File: src/rtl/bus_pkg.sv
// Shared types and constants for the host/device memory interconnect.
// Index types are sized for the largest supported port counts.
package bus_pkg;

  localparam int unsigned MaxHosts     = 16;
  localparam int unsigned MaxDevices   = 16;
  localparam int unsigned HostIdxWidth = $clog2(MaxHosts);
  localparam int unsigned DevIdxWidth  = $clog2(MaxDevices);

  // Cycles between a device request and its response.
  localparam int unsigned RESP_LATENCY = 1;

  typedef logic [HostIdxWidth-1:0] host_idx_t;
  typedef logic [DevIdxWidth-1:0]  dev_idx_t;

endpackage

File: src/rtl/bus_addr_decode.sv
// Address window decoder: one-hot select, binary index and hit flag.
// Lowest-index matching window takes priority over any later overlap.
module bus_addr_decode
  import bus_pkg::*;
#(
  parameter int unsigned NrDevices    = 3,
  parameter int unsigned AddressWidth = 32
) (
  input  logic [AddressWidth-1:0] addr,
  input  logic [AddressWidth-1:0] base   [NrDevices],
  input  logic [AddressWidth-1:0] mask   [NrDevices],
  output logic [NrDevices-1:0]    onehot,
  output dev_idx_t                idx,
  output logic                    hit
);

  logic [NrDevices-1:0] match;

  for (genvar i = 0; i < NrDevices; i++) begin : g_match
    assign match[i] = ((addr & mask[i]) == base[i]);
  end

  always_comb begin
    onehot = '0;
    idx    = '0;
    hit    = 1'b0;
    for (int unsigned i = 0; i < NrDevices; i++) begin
      if (match[i] && !hit) begin
        onehot[i] = 1'b1;
        idx       = dev_idx_t'(i);
        hit       = 1'b1;
      end
    end
  end

endmodule

File: src/rtl/bus_interconnect.sv
// Single-cycle N-host to M-device interconnect: fixed-priority arbitration,
// base/mask address decode and one-cycle registered response steering.
module bus_interconnect
  import bus_pkg::*;
#(
  parameter int unsigned NrDevices    = 3,
  parameter int unsigned NrHosts      = 1,
  parameter int unsigned DataWidth    = 32,
  parameter int unsigned AddressWidth = 32
) (
  input  logic                      clk_i,
  input  logic                      rst_ni,

  input  logic                      host_req_i           [NrHosts],
  output logic                      host_gnt_o           [NrHosts],
  input  logic [AddressWidth-1:0]   host_addr_i          [NrHosts],
  input  logic                      host_we_i            [NrHosts],
  input  logic [DataWidth/8-1:0]    host_be_i            [NrHosts],
  input  logic [DataWidth-1:0]      host_wdata_i         [NrHosts],
  output logic                      host_rvalid_o        [NrHosts],
  output logic [DataWidth-1:0]      host_rdata_o         [NrHosts],
  output logic                      host_err_o           [NrHosts],

  output logic                      device_req_o         [NrDevices],
  output logic [AddressWidth-1:0]   device_addr_o        [NrDevices],
  output logic                      device_we_o          [NrDevices],
  output logic [DataWidth/8-1:0]    device_be_o          [NrDevices],
  output logic [DataWidth-1:0]      device_wdata_o       [NrDevices],
  input  logic                      device_rvalid_i      [NrDevices],
  input  logic [DataWidth-1:0]      device_rdata_i       [NrDevices],
  input  logic                      device_err_i         [NrDevices],

  input  logic [AddressWidth-1:0]   cfg_device_addr_base [NrDevices],
  input  logic [AddressWidth-1:0]   cfg_device_addr_mask [NrDevices]
);

  localparam int unsigned BeWidth = DataWidth / 8;

  if (NrHosts < 1 || NrHosts > MaxHosts) begin : g_bad_hosts
    $error("NrHosts out of supported range");
  end
  if (NrDevices < 1 || NrDevices > MaxDevices) begin : g_bad_devices
    $error("NrDevices out of supported range");
  end

  // Arbitration: lowest-index requester wins; everything gated low in reset.
  logic [NrHosts-1:0]      gnt;
  logic                    win_valid;
  host_idx_t               win_host;
  logic [AddressWidth-1:0] win_addr;
  logic                    win_we;
  logic [BeWidth-1:0]      win_be;
  logic [DataWidth-1:0]    win_wdata;

  always_comb begin
    gnt       = '0;
    win_valid = 1'b0;
    win_host  = '0;
    win_addr  = '0;
    win_we    = 1'b0;
    win_be    = '0;
    win_wdata = '0;
    for (int unsigned h = 0; h < NrHosts; h++) begin
      if (host_req_i[h] && !win_valid && rst_ni) begin
        gnt[h]    = 1'b1;
        win_valid = 1'b1;
        win_host  = host_idx_t'(h);
        win_addr  = host_addr_i[h];
        win_we    = host_we_i[h];
        win_be    = host_be_i[h];
        win_wdata = host_wdata_i[h];
      end
    end
  end

  for (genvar h = 0; h < NrHosts; h++) begin : g_gnt
    assign host_gnt_o[h] = gnt[h];
  end

  logic [NrDevices-1:0] dev_onehot;
  dev_idx_t             dev_idx;
  logic                 dev_hit;

  bus_addr_decode #(
    .NrDevices    (NrDevices),
    .AddressWidth (AddressWidth)
  ) u_addr_decode (
    .addr   (win_addr),
    .base   (cfg_device_addr_base),
    .mask   (cfg_device_addr_mask),
    .onehot (dev_onehot),
    .idx    (dev_idx),
    .hit    (dev_hit)
  );

  // Winner fields are already zero when nobody is granted.
  for (genvar d = 0; d < NrDevices; d++) begin : g_dev_out
    assign device_req_o[d]   = win_valid & dev_onehot[d];
    assign device_addr_o[d]  = win_addr;
    assign device_we_o[d]    = win_we;
    assign device_be_o[d]    = win_be;
    assign device_wdata_o[d] = win_wdata;
  end

  // Response steering tuple, captured on every grant.
  logic      rsp_valid_d, rsp_valid_q;
  host_idx_t rsp_host_d, rsp_host_q;
  dev_idx_t  rsp_dev_d, rsp_dev_q;
  logic      rsp_unmapped_d, rsp_unmapped_q;

  always_comb begin
    rsp_valid_d    = win_valid;
    rsp_host_d     = win_host;
    rsp_dev_d      = dev_idx;
    rsp_unmapped_d = ~dev_hit;
  end

  always_ff @(posedge clk_i or negedge rst_ni) begin
    if (!rst_ni) begin
      rsp_valid_q    <= 1'b0;
      rsp_host_q     <= '0;
      rsp_dev_q      <= '0;
      rsp_unmapped_q <= 1'b0;
    end else begin
      rsp_valid_q    <= rsp_valid_d;
      rsp_host_q     <= rsp_host_d;
      rsp_dev_q      <= rsp_dev_d;
      rsp_unmapped_q <= rsp_unmapped_d;
    end
  end

  logic                 sel_rvalid;
  logic [DataWidth-1:0] sel_rdata;
  logic                 sel_err;

  always_comb begin
    sel_rvalid = 1'b0;
    sel_rdata  = '0;
    sel_err    = 1'b0;
    for (int unsigned d = 0; d < NrDevices; d++) begin
      if (rsp_dev_q == dev_idx_t'(d)) begin
        sel_rvalid = device_rvalid_i[d];
        sel_rdata  = device_rdata_i[d];
        sel_err    = device_err_i[d];
      end
    end
    // Unmapped accesses are answered locally with an error.
    if (rsp_unmapped_q) begin
      sel_rvalid = 1'b1;
      sel_rdata  = '0;
      sel_err    = 1'b1;
    end
  end

  for (genvar h = 0; h < NrHosts; h++) begin : g_host_rsp
    logic owner;
    assign owner            = rsp_valid_q && (rsp_host_q == host_idx_t'(h));
    assign host_rvalid_o[h] = owner & sel_rvalid;
    assign host_rdata_o[h]  = owner ? sel_rdata : '0;
    assign host_err_o[h]    = owner & sel_err;
  end

endmodule

File: config.mk
export PLATFORM = sky130hd
export DESIGN_NAME = bus_interconnect
export DESIGN_NICKNAME = d
export VERILOG_FILES = /design/src/rtl/bus_pkg.sv /design/src/rtl/bus_addr_decode.sv /design/src/rtl/bus_interconnect.sv
export SDC_FILE = /design/constraint.sdc
export NUM_CORES = 1
export LEC_CHECK = 0
export CORE_AREA = 2 2 241 243
export DETAILED_ROUTE_END_ITERATION = 16
export DIE_AREA = 0 0 243 245
export SYNTH_ARGS = -nofsm -noshare
export SYNTH_HDL_FRONTEND = slang
export SYNTH_HIERARCHICAL = 1
export SYNTH_SLANG_ARGS = --single-unit
File: constraint.sdc
create_clock -name clk_i -period 7 [get_ports clk_i]
set_input_delay 0.7 -clock clk_i [delete_from_list [all_inputs] [get_ports clk_i]]
set_output_delay 0.7 -clock clk_i [all_outputs]
set_load 0.01 [all_outputs]
---- After elaboration in Yosys (flattened, before gate mapping) ----
Cells that the tools add are included.
operators by class
  mux-type cells .......................... 25
  reduce and logical (&&, ||, !) cells .... 6
  equal/unequal tests ..................... 5
  bitwise operators ....................... 9
operators by type and width
  kind                  count
  $mux W32              7
  $and A32 B32 Y32      3
  $eq A32 B32 Y1        3
  $mux W1               16
  $and A1 B1 Y1         5
  $eq A4 B1 Y1 const B  1
  $eq A4 B2 Y1 const B  1
  $logic_not A4 Y1      1
  $mux W4               1
  $logic_and A1 B1 Y1   3
  $logic_not A1 Y1      2
  $mux W2               1
  $not A1 Y1            1
storage, ports and cells
  word-level logic and storage cells ...... 48
  register bits ........................... 6
  input port bits ......................... 366
  output and inout port bits .............. 245

---- Depth between registers and ports, before layout ----
Gate-level depths: netlist of the first run.
  depth in word-level cells ............... 12
  gate-level depth with buffers ........... 10
  gate-level depth less buffers ........... 7

---- Hierarchy ----
Netlist of the first run, hierarchy kept.
by module, submodules not included
  module            seq. area each (µm²)  area each (µm²)  cells an instance  times used
  bus_interconnect  150.1                 2765.2           365                1
  bus_addr_decode   0.0                   1794.2           263                1

---- Least setup slack after synthesis of the first run ----
OpenSTA, ideal clock, no wires.
  kind .................................... input-to-output
  start point ............................. in host_req_i
  end point ............................... out device_req_o[0] in the netlist's numbering
  stages .................................. 10
  arrival time ............................ 2.929 ns
  path buffers ............................ 3
  required time ........................... 6.300 ns
  slack ................................... 3.371 ns
  cell sequence ........................... clkbuf_1 -> clkbuf_1 -> and3_1 -> nand3_1 -> a211oi_1 -> nand4_1 -> or4_1 -> nor3_1 -> buf_4 -> and3_1
RTL lines
  what                RTL line                source
  start: declaration  bus_interconnect.sv:14  input logic host_req_i [NrHosts],
  end: declaration    bus_interconnect.sv:24  output logic device_req_o [NrDevices],

==> results of run 1 <==
==> layout by cell type, fill, tap and decap left out, types with 2 or more instances in the layout <==
cell,netlist,final
a211oi_2,2,2
nand3_1,23,23
a21o_1,22,22
clkbuf_16,0,3
dfrtp_1,6,6
o221ai_2,30,30
mux2i_1,2,2
a211oi_1,23,23
a21o_2,2,2
o22a_1,24,24
or2_1,3,2
a21boi_0,24,24
clkdlybuf4s50_1,0,608
and3_1,120,120
nand2b_1,32,32
nor2b_1,2,2
diode_2,0,5
and3b_1,24,24
nand4_1,12,12
a21oi_1,83,83
conb_1,1,2
nor2_1,2,2
buf_4,147,10
==> sequential cells by signal, indices dropped and copies added, names as in the netlist <==
signal / count
rsp_dev_q: 4
rsp_unmapped_q: 1
rsp_valid_q: 1
==> worst max-delay path by stage <==
stage	slack, ns	end	startpoint
3_5_place_dp	1.10	device_req_o[0]	host_req_i
5_1_grt	0.92	device_req_o[0]	host_req_i
6_report	1.31	device_req_o[0]	host_req_i
4_1_cts	1.11	device_req_o[0]	host_req_i
3_3_place_gp	1.19	device_req_o[0]	host_req_i
2_1_floorplan	3.37	device_req_o[0]	host_req_i
==> per-layer routing <==
layer | up-vias | GRT usage | share of wire
met3 | 47 | 0.02405 | 0.068
met4 | 4 | 0.03158 | 0.026
met5 | - | 0 | 0.00063
met1 | 3169 | 0.1435 | 0.40
li1 | 3140 | - | -
met2 | 443 | 0.2413 | 0.51
==> metrics by stage <==
stage | hold WS [ns] | setup slack (ns) | cells
2_1_floorplan | 0.4044 | 3.371 | 629
3_3_place_gp | 1.065 | 1.189 | 1835
3_5_place_dp | 1.086 | 1.101 | 1835
4_1_cts | 0.8418 | 1.113 | 1838
5_1_grt | 0.8452 | 0.9239 | 1841
6_report | 0.7700 | 1.312 | 1843
==> logic make-up after synthesis <==
logic type,count (synthesis),synth area share
buffers and inverters,179,0.2761
AO/OA/AOI/OAI,213,0.3631
flip-flops,6,0.03293
other,1,0.0008225
multiplexers,2,0.004391
AND/OR/NAND/NOR,227,0.3227
==> power by group through the flow <==
stage	sequential, uW	combinational [uW]	clock (uW)
after detailed placement	37.1	479	0
after CTS	36.7	482	95.6
after global placement	37.0	478	0
final	36.7	477	93.7
after global routing	36.8	504	97.2
after floorplan	36.7	151	0
==> cell type report <==
type	count	area [um2]	area share
Inverter	1	3.754	0.0003565
Timing Repair Buffer	619	6166	0.5857
Sequential cell	6	150.1	0.01426
Multi-Input combinational cell	444	3163	0.3005
Antenna cell	5	12.51	0.001188
Clock buffer	3	75.07	0.007131
Tap cell	765	957.2	0.09092
==> critical path, stage by stage <==
cell             delay (ns)
buf_2                  0.30
buf_4                  0.57
and3_1                 0.63
nand3_1                0.18
a211oi_2               0.59
nand4_1                0.14
or4_1                  0.74
nor3_1                 0.25
and3_1                 0.20
clkdlybuf4s50_1        0.63
==> results.sh, run 1 <==
export IMPL_core_um2=57030
export IMPL_seq_area_frac_synth=0.03293
export IMPL_fin_util=0.1846
export IMPL_power_switching_uw=201.1
export IMPL_ctsHoldBuffers=0
export IMPL_dieHeight_um=245
export IMPL_place_area_um2=10440
export IMPL_end_kind="primary output"
export IMPL_layout_nets=1441
export IMPL_max_vdd_ir_drop_mv=0.04934
export IMPL_hpwl_um=36400
export IMPL_netlist_instances=628
export IMPL_post_cts_setup_buffers=0
export IMPL_fin_crit_ns=5.688
export IMPL_worst_pin_slew_ns=1.071
export IMPL_timing_final_crit_share=0.8126
export IMPL_tritoncts="yes"
export IMPL_grt_use_total=0.1266
export IMPL_status="finished clean"
export IMPL_portBuffers=610
export IMPL_cts_buffers=3
export IMPL_seqPwrFrac=0.060
export IMPL_nFillCells=6434
export IMPL_path_class="in -> out"
export IMPL_wl_per_cell_um=22.24
export IMPL_areaGrowthSynthToFinish_pct=130.9
export IMPL_max_cap_violations=0
export IMPL_routed_via_density=3.691
export IMPL_hp_class="in -> async"
export IMPL_clock_path_buffers=2
export IMPL_ys_top_cells_by_area="buf_4, and3_1, o221ai_2"
export IMPL_grt_max_degree=56
export IMPL_routed_wl_um=41000
export IMPL_htree_levels=1
export IMPL_drtPass1Iterations=4
export IMPL_synthesis_area_um2=4559
export IMPL_fin_setup_tns_ns=0
export IMPL_async_reset_ff_frac=1.000
export IMPL_die_area_um2=59540
export IMPL_synth_top_area_share=0.2420
export IMPL_clock_sinks=6
export IMPL_slew_headroom=0.2794
export IMPL_synthTopCellsByCount="buf_4, and3_1, a21oi_1"
export IMPL_clockRootBuffer="clkbuf_16"
export IMPL_power_leakage_uw=0.004071
export IMPL_critPathMaxFanout=55
export IMPL_finalPower_uw=607.0
export IMPL_rows=88
export IMPL_switching_share=0.3314
export IMPL_drt_iter0_markers=229
export IMPL_clk_pin_slew_ns=0.03
export IMPL_synth_cell_types=36
export IMPL_drc=0
export IMPL_yosysMostFrequentCell="buf_4"
export IMPL_timing_fmax_ghz=0.1758
export IMPL_clockPowerShare=0.154
export IMPL_finalHoldViolCount=0
export IMPL_synth_largest_area_cell="buf_4"
export IMPL_ant_nets=0
export IMPL_num_io_pins=611
export IMPL_arrival_ns=4.99
export IMPL_synthFlopType="dfrtp_1"
export IMPL_maxSlewViolCount=0
export IMPL_antenna_found_initial=12
export IMPL_ctsResizeCount=0
export IMPL_drive_gt1_frac=0.04939
export IMPL_gp_congestion=0.9184
export IMPL_num_vias=6803
export IMPL_rsz0062_at_grt="false"
export IMPL_synth_edf_count=0
export IMPL_start_util=0.07994
export IMPL_grt_pass1_wl_um=53410
export IMPL_cp_required_ns=6.30
export IMPL_internal_power_uw=405.9
export IMPL_fin_area_um2=10530
export IMPL_grt_remaining_overflow=0
export IMPL_power_density_nw_per_um2=57.66
export IMPL_die_w_um=243
export IMPL_grt_pass1_vias=6952
export IMPL_final_setup_viol_count=0
export IMPL_pwr_share_comb=0.785
export IMPL_ys_warn_count=6
export IMPL_crit_path_start_kind="primary input"
export IMPL_avgSynthCellArea_um2=7.260
export IMPL_ys_ff_latch=6
No activity file was read; power rests on OpenSTA's default activity.
==> inputs of run 2 (changes only) <==
--- a/config.mk
+++ b/config.mk
@@ -5,9 +5,9 @@
 export SDC_FILE = /design/constraint.sdc
 export NUM_CORES = 1
 export LEC_CHECK = 0
-export CORE_AREA = 2 2 241 243
+export CORE_AREA = 2 2 236 238
 export DETAILED_ROUTE_END_ITERATION = 16
-export DIE_AREA = 0 0 243 245
+export DIE_AREA = 0 0 238 240
 export SYNTH_ARGS = -nofsm -noshare
 export SYNTH_HDL_FRONTEND = slang
 export SYNTH_HIERARCHICAL = 1
==> constraint.sdc (replaced) <==
create_clock -name clk_i -period 5.3 [get_ports clk_i]
set_input_delay 0.53 -clock clk_i [delete_from_list [all_inputs] [get_ports clk_i]]
set_output_delay 0.53 -clock clk_i [all_outputs]
set_load 0.01 [all_outputs]
==> results.sh, run 2 (synthesis gave the netlist of run 1 again) <==
export IMPL_cp_required_ns=4.77
export IMPL_grt_remaining_overflow=0
export IMPL_routed_wl_um=38600
export IMPL_timing_final_crit_share=0.9026
export IMPL_top_register="rsp_dev_q"
export IMPL_power_leakage_uw=0.004123
export IMPL_grt_max_degree=37
export IMPL_end_kind="primary output"
export IMPL_wl_per_cell_um=21.60
export IMPL_rows=86
export IMPL_clockRootBuffer="clkbuf_16"
export IMPL_max_cap_violations=0
export IMPL_start_util=0.08341
export IMPL_areaGrowthSynthToFinish_pct=130.8
export IMPL_routed_via_density=3.798
export IMPL_drive_gt1_frac=0.05730
export IMPL_die_area_um2=57120
export IMPL_final_common_cell="clkdlybuf4s50_1"
export IMPL_ctsHoldBuffers=0
export IMPL_seq_area_um2=150.1
export IMPL_antenna_found_initial=9
export IMPL_layout_nets=1450
export IMPL_drc=0
export IMPL_maxSlewViolCount=0
export IMPL_clk_pin_slew_ns=0.04
export IMPL_grt_pass1_wl_um=50400
export IMPL_arrival_ns=4.25
export IMPL_path_class="in -> out"
export IMPL_cts_buffers=3
export IMPL_worst_pin_slew_ns=0.7853
export IMPL_portBuffers=610
export IMPL_hp_class="in -> async"
export IMPL_num_vias=6787
export IMPL_max_vdd_ir_drop_mv=0.06950
export IMPL_crit_path_start_kind="primary input"
export IMPL_most_common_layout_cells="clkdlybuf4s50_1, and3_1, a21oi_1"
export IMPL_clock_sinks=6
export IMPL_gp_congestion=0.8670
export IMPL_die_w_um=238
export IMPL_power_density_nw_per_um2=76.04
export IMPL_fin_crit_ns=4.784
export IMPL_htree_levels=1
export IMPL_post_place_ws_ns=0.2403
export IMPL_clock_path_buffers=2
export IMPL_post_cts_setup_buffers=0
export IMPL_drtPass1Iterations=4
export IMPL_multiInputGateArea_um2=3163
export IMPL_slew_headroom=0.4764
export IMPL_status="finished clean"
export IMPL_grt_pass1_vias=6962
export IMPL_ctsResizeCount=0
export IMPL_grt_use_total=0.1234
export IMPL_fin_setup_tns_ns=0
export IMPL_dieHeight_um=240
export IMPL_worst_slack_ns=0.5160
export IMPL_final_setup_viol_count=0
export IMPL_nFillCells=6136
export IMPL_ant_nets=0
export IMPL_largest_registers="rsp_dev_q (4), rsp_unmapped_q (1), rsp_valid_q (1)"
export IMPL_timing_fmax_ghz=0.2090
export IMPL_tritoncts="yes"
export IMPL_finalHoldViolCount=0
export IMPL_core_um2=54660
export IMPL_num_io_pins=611
export IMPL_largest_reg_flops=4
export IMPL_hpwl_um=34020
export IMPL_rsz0062_at_grt="false"
export IMPL_critPathMaxFanout=25
export IMPL_drt_iter0_markers=213
==> run 2: power by group <==
group          switching (uW)  leakage, uW  total [uW]  internal (uW)
registers                1.13    0.0000729        48.4           47.3
clock network            27.2    0.0000370         124           97.0
logic                     232      0.00401         627            395
==> run 2: worst max-delay path by stage <==
stage / endpoint / depth (start not counted) / startpoint / slack [ns]
6_report: device_req_o[1] / 11 / rst_ni / 0.52
5_1_grt: device_req_o[1] / 11 / host_req_i / 0.09
4_1_cts: device_req_o[1] / 11 / host_req_i / 0.22
3_5_place_dp: device_req_o[1] / 11 / host_req_i / 0.24
3_3_place_gp: device_req_o[1] / 11 / host_req_i / 0.27
2_1_floorplan: device_req_o[0] / 10 / host_req_i / 2.01
==> run 2: critical path: stages <==
cell and delay, ns:
buf_4 0.28, buf_4 0.29, and3_1 0.53, nand3_1 0.13
a211oi_1 0.41, nand4_1 0.27, nor4_1 0.65, buf_4 0.23
nor2b_1 0.18, and3_1 0.18, clkdlybuf4s50_1 0.54
==> run 2: layer usage <==
layer | routed length [um] | part of all wire | up-vias | global-route usage
met4 | 879 | 0.023 | 6 | 0.02557
met2 | 19640 | 0.51 | 420 | 0.2377
met3 | 2679 | 0.069 | 41 | 0.02285
met5 | 35 | 0.00091 | - | 0
li1 | - | - | 3156 | -
met1 | 15360 | 0.40 | 3164 | 0.1404
==> run 2: through the flow <==
stage	power, uW	area, um2	hold WS [ns]	std cells	utilization
2_1_floorplan	247.4	4563	0.2344	629	-
3_3_place_gp	677.2	10440	0.8199	1783	0.1911
3_5_place_dp	679.8	10440	0.8565	1783	0.1911
4_1_cts	809.8	10520	0.6127	1786	0.1924
5_1_grt	843.5	10520	0.6249	1787	0.1925
6_report	800.0	10520	0.5672	1787	0.1925
==> run 2: area by class of cell <==
class                      count  area share
inverter                       1   0.0003568
antenna                        1   0.0002378
tap                          704     0.08372
clock buffer                   3    0.007135
sequential                     6     0.01427
multi-input combinational    444      0.3006
timing repair buffer         628      0.5937
==> inputs of run 3 (changes only) <==
--- a/config.mk
+++ b/config.mk
@@ -6,6 +6,7 @@
 export NUM_CORES = 1
 export LEC_CHECK = 0
 export CORE_AREA = 2 2 236 238
+export CTS_BUF_LIST = sky130_fd_sc_hd__clkbuf_16
 export DETAILED_ROUTE_END_ITERATION = 16
 export DIE_AREA = 0 0 238 240
 export SYNTH_ARGS = -nofsm -noshare
==> results of run 3 <==
Final layout, timing and power as in run 2 (identical DEF).
